**src/rtl/fetch_unit.sv**
```systemverilog
// Instruction fetch front end: sequential PC, one-cycle synchronous memory read, DEPTH-entry buffer.
// Optional misaligned-redirect trap is built when FETCH_MISALIGN_EN is defined.
module fetch_unit #(
    parameter logic [31:0] RESET_PC = 32'h0000_0000,
    parameter int          ADDR_W   = 30,
    parameter int          DEPTH    = 2
) (
    input  logic              clk,
    input  logic              resetn,
    input  logic              en,
    input  logic              redirect,
    input  logic [31:0]       target,
    output logic              mem_re,
    output logic [ADDR_W-1:0] mem_addr,
    input  logic [31:0]       mem_rdata,
    output logic              inst_valid,
    input  logic              inst_ready,
    output logic [31:0]       inst,
    output logic [31:0]       inst_pc,
    output logic              misaligned
);

    localparam int PTR_W = (DEPTH > 1) ? $clog2(DEPTH) : 1;
    localparam int CNT_W = PTR_W + 1;
    localparam int OCC_W = PTR_W + 2;
    localparam logic [OCC_W-1:0] DEPTH_V = OCC_W'(DEPTH);

    function automatic logic [31:0] next_pc(input logic [31:0] pc);
        return pc + 32'd4;
    endfunction

    logic [31:0]      fetch_pc_p0;
    logic             vld_p1;
    logic [31:0]      pc_p1;
    logic [31:0]      buf_inst [DEPTH];
    logic [31:0]      buf_pc   [DEPTH];
    logic [PTR_W-1:0] rd_ptr;
    logic [PTR_W-1:0] wr_ptr;
    logic [CNT_W-1:0] count;
    logic             halted;
    logic [31:0]      redirect_pc;
    logic             pop;
    logic             push;
    logic             issue;
    logic [OCC_W-1:0] occ;

`ifdef FETCH_MISALIGN_EN
    logic mis_q;

    always_ff @(posedge clk or negedge resetn) begin
        if (!resetn) begin
            mis_q <= 1'b0;
        end else if (redirect) begin
            mis_q <= (target[1:0] != 2'b00);
        end
    end

    assign halted      = mis_q;
    assign misaligned  = mis_q;
    assign redirect_pc = target;
`else
    // Low target bits are deliberately dropped; fetch always stays word aligned.
    logic unused_target_bits;
    assign unused_target_bits = ^target[1:0];
    assign halted      = 1'b0;
    assign misaligned  = 1'b0;
    assign redirect_pc = {target[31:2], 2'b00};
`endif

    assign inst_valid = (count != '0);
    assign pop        = inst_valid & inst_ready;
    assign push       = vld_p1 & ~redirect;
    // Occupancy seen by a read issued now: entries held plus the one landing, minus the one leaving.
    assign occ        = OCC_W'(count) + OCC_W'(vld_p1) - OCC_W'(pop);
    assign issue      = resetn & en & ~redirect & ~halted & (occ < DEPTH_V);
    assign mem_re     = issue;
    assign mem_addr   = fetch_pc_p0[ADDR_W+1:2];
    assign inst       = buf_inst[rd_ptr];
    assign inst_pc    = buf_pc[rd_ptr];

    // Stage p0 -> p1: PC register and in-flight read tracking
    always_ff @(posedge clk or negedge resetn) begin
        if (!resetn) begin
            fetch_pc_p0 <= RESET_PC;
            vld_p1      <= 1'b0;
            rd_ptr      <= '0;
            wr_ptr      <= '0;
            count       <= '0;
        end else if (redirect) begin
            fetch_pc_p0 <= redirect_pc;
            vld_p1      <= 1'b0;
            rd_ptr      <= '0;
            wr_ptr      <= '0;
            count       <= '0;
        end else begin
            if (issue) begin
                fetch_pc_p0 <= next_pc(fetch_pc_p0);
            end
            vld_p1 <= issue;
            if (push) begin
                wr_ptr <= wr_ptr + PTR_W'(1);
            end
            if (pop) begin
                rd_ptr <= rd_ptr + PTR_W'(1);
            end
            count <= count + CNT_W'(push) - CNT_W'(pop);
        end
    end

    always_ff @(posedge clk) begin
        if (issue) begin
            pc_p1 <= fetch_pc_p0;
        end
    end

    // Stage p1 -> buffer: returned word lands at the tail tagged with its PC
    always_ff @(posedge clk) begin
        if (push) begin
            buf_inst[wr_ptr] <= mem_rdata;
            buf_pc[wr_ptr]   <= pc_p1;
        end
    end

endmodule

```
**config.mk**
```make
export PLATFORM = sky130hd
export DESIGN_NAME = fetch_unit
export DESIGN_NICKNAME = d
export VERILOG_FILES = /design/src/rtl/fetch_unit.sv
export SDC_FILE = /design/constraint.sdc
export NUM_CORES = 1
export LEC_CHECK = 0
export CAP_MARGIN = 30
export CORE_ASPECT_RATIO = 0.5
export CORE_MARGIN = 1
export CORE_UTILIZATION = 25
export DETAILED_ROUTE_END_ITERATION = 6
export SYNTH_ARGS = -nofsm -noshare
export SYNTH_HDL_FRONTEND = slang
export SYNTH_SLANG_ARGS = --single-unit
```
**constraint.sdc**
```tcl
create_clock -name clk -period 4.3 [get_ports clk]
set_input_delay 0.86 -clock clk [delete_from_list [all_inputs] [get_ports clk]]
set_output_delay 0.86 -clock clk [all_outputs]
set_load 0.03 [all_outputs]
```
==> flow_summary.json <==
{
  "status": "complete, but fails checks",
  "reg2reg_from": "count[1]$_DFF_PN0_",
  "die_x_um": 248,
  "wl_per_cell_um": 17.3,
  "swShare_pct": 30.6,
  "cts.path.max_buffers": 2,
  "antenna_found_initial": 2,
  "hold_viol_final": 0,
  "synth.avg_cell_area_um2": 15.7,
  "nets": 721,
  "cp-end-kind": "output pin",
  "grt.overflow.total": 0,
  "final_core_util_pct": 35.0,
  "postSynthCellCount": 479,
  "worstPathArrival_ns": 2.87,
  "fillCellCount": 2788,
  "fin_crit_sh_pct": 86.8,
  "rsz0062_at_grt": "false",
  "synth-edff-count": 154,
  "via_count": 4655,
  "synth_cell_type_count": 49,
  "setup_slack_ns": 0.566,
  "cts-hold-fix-buffers": 0,
  "cts_tree": "done",
  "drv_slew": 0,
  "post_drt_via_cell_ratio": 4.42,
  "crit_fanout": 4,
  "fin_area_um2": 10300,
  "power.share.sequential_pct": 45.3,
  "cpMaxStageDelayCell": "fa_1",
  "ys_seq_elements": 189,
  "max-vdd-ir-drop_uv": 275,
  "multi_input_area_um2": 1910,
  "netlist_area_um2": 7540,
  "clkLatencyLatePin_ns": 0.43,
  "ioPinCount": 166,
  "hold_path_class": "register to register",
  "clock_sinks": 189,
  "power_report.internal_total_uw": 3460,
  "dr.pass1.iters": 6,
  "cts_resized": 0,
  "die-area_um2": 30900,
  "crit_required_ns": 3.44,
  "io_buffers": 160,
  "use_met3_pct": 1.92,
  "fmax_ghz": 0.268,
  "clkPwrFrac_pct": 32.3,
  "finalSetupTns_ns": 0,
  "fin_crit_ns": 3.73,
  "setup_viol": 0,
  "layout-drive-gt1-share_pct": 18.2,
  "syn2layout_area_growth_pct": 36.3,
  "comb_power_share_pct": 22.4,
  "ys_seq_area_share_pct": 73.0,
  "async_reset_ff_share_pct": 18.5,
  "htreeDepth": 4,
  "cap_violations": 0,
  "p_sw_uw": 1530,
  "routed_wl_um": 18200,
  "crit_path_start_kind": "input port",
  "r2r_setup_slack_ns": 1.42,
  "slowest_delay_ns": 0.49,
  "reg2reg_to": "fetch_pc_p0[7]$_DFFE_PN0P_",
  "ys_warn_count": 0,
  "drc_errors": 1,
  "grt_pass1_wl_um": 28600,
  "maxSlewHeadroom_pct": 54.0,
  "first_global_vias": 4893,
  "drtAntennaViolNets": 0,
  "fin_skew_ns": 0.0201,
  "post_dp_cell_area_um2": 9660,
  "gp_congestion": 0.791,
  "start_util_pct": 25.7,
  "violations": "design-rule violations",
  "holdPathStages": 0,
  "path_cells": "clkdlybuf4s50_1 -> nand2_1 -> nor2_1 -> o21ai_0 -> fa_1 -> nand4b_1 -> or2_1 -> inv_2 -> buf_4",
  "root_buffer": "clkbuf_16",
  "min_to": "buf_pc[1][11]$_DFFE_PP_",
  "use_met1_pct": 14.6,
  "grtUsageTotal_pct": 12.2,
  "register_area_um2": 5500,
  "clk_pin_slew_ns": 0.08,
  "leakagePower_uw": 0.00351,
  "hpwlAfterDp_um": 12400,
  "rows": 44,
  "grt_max_degree": 45,
  "place_ws_ns": 0.559,
  "grt_use_met2_pct": 21.8,
  "core_um2": 29300,
  "synth_flop_cell": "edfxtp_1",
  "tightest_slew_ns": 0.689,
  "fp.dieH_um": 125,
  "drtIter0Drc": 272,
  "p_per_area_nw_per_um2": 485,
  "post_cts_buffers": 0,
  "grt.busiest_layer": "met2",
  "cts_inserted_buffers": 17,
  "holdCritStartpoint": "pc_p1[11]$_DFFE_PP_",
  "reg2reg_depth": 12,
  "crit_type": "input port to output pin"
}
## layer usage
metal	share of wire, %	wire, um
met1	42	7730
met2	54	9920
met3	1.3	243
met4	1.7	312
met5	0	0
## worst max-delay path: cells and delay by family
family,cells,cell delay (ns)
adder cells (fa/ha/maj),1,0.49
AND/OR/NAND/NOR,4,0.66
buffers and inverters,3,0.73
AO/OA/AOI/OAI,1,0.14
## state kept, by name, summed over array words and instances, names as in the netlist
name	flops
fetch_pc_p0	30
vld_p1	1
rd_ptr	1
buf_inst	64
pc_p1	30
buf_pc	60
count	2
wr_ptr	1
## cells in the mapped netlist, drive strengths merged, types with 2 or more instances
cell    instances  area (um2)
or2             3        18.8
o311ai          9        78.8
mux2           63         709
inv            10        37.5
and4            2        20.0
or4             5        37.5
a31oi           3        18.8
o21ai          16        80.1
xor2            4        35.0
nor4            4        25.0
xnor2           2        17.5
a21oi           4        20.0
clkbuf          8        30.0
a32oi           3        26.3
dfrtp          35         876
nor2           20        75.1
ha              3        37.5
nand3b          2        15.0
a21o            2        15.0
nor3            3        37.5
and2            5        31.3
nand4          11        68.8
buf            15        82.6
nor2b           2        12.5
edfxtp        154        4620
nand2          43         161
a22oi           2        15.0
o211ai         14         105
and3            6        37.5
nand3          18         113
## kinds of logic (layout without fill, tap and decap cells)
family / Yosys count / count (layout) / synth area share [%]
simple gates: 125 / 125 / 8.78
xor+xnor: 6 / 6 / 0.697
compound gates: 57 / 57 / 5.23
buf+inv: 33 / 213 / 1.99
flops: 189 / 189 / 73.0
mux: 64 / 64 / 9.54
other cells: 1 / 5 / 0.0497
fa+ha+maj: 4 / 4 / 0.763
## per-stage QoR
| stage | instances | power (uW) | hold slack (ns) |
|---|---|---|---|
| 4_1_cts | 1052 | 5050 | 0.449 |
| 2_1_floorplan | 481 | 2920 | 0.421 |
| 5_1_grt | 1054 | 5190 | 0.457 |
| 6_report | 1054 | 4980 | 0.448 |
| 3_3_place_gp | 1019 | 3410 | 0.422 |
| 3_5_place_dp | 1020 | 3430 | 0.432 |
## cell type report
type | instances | share of cell area (%)
well taps | 391 | 4.76
multi-input cells | 259 | 18.5
flip-flops and latches | 189 | 53.5
clock buffers | 17 | 4.14
diodes | 2 | 0.0487
repair buffers | 171 | 16.8
clock inverters | 15 | 1.83
inverters | 10 | 0.365
## power by group through the flow
stage	sequential, uW	clock, uW	combinational [uW]
after floorplan	2320	0	596
after global placement	2290	0	1120
after detailed placement	2300	0	1130
after CTS	2260	1650	1140
after global routing	2280	1730	1180
final	2260	1610	1120
## layout by cell type (no fill, tap or decap), types with 3 or more instances in the layout
cell and count:
ha_1 3, and3_1 5, nor2_1 19, conb_1 3
inv_8 3, clkbuf_16 17, nand3_1 15, a31oi_1 3
clkdlybuf4s50_1 159, and2_1 5, mux2_2 63, clkinv_8 3
nand2_1 43, o21ai_1 5, nor4_1 4, inv_6 3
xor2_1 4, dfrtp_1 34, nand4_1 11, a32oi_1 3
o21ai_0 11, a21oi_1 4, o211ai_1 14, buf_12 3
or4_1 5, buf_4 8, inv_1 9, edfxtp_1 154
o311ai_1 8
## worst max-delay path by stage
stage,startpoint,endpoint,slack (ns),cells after the start
2_1_floorplan,inst_ready,mem_re,0.61,9
3_3_place_gp,inst_ready,fetch_pc_p0[5]$_DFFE_PN0P_,0.43,11
3_5_place_dp,inst_ready,mem_re,0.56,9
5_1_grt,inst_ready,mem_re,0.41,9
6_report,inst_ready,mem_re,0.57,9
4_1_cts,inst_ready,mem_re,0.55,9
Power figures use the tool's default switching activity.
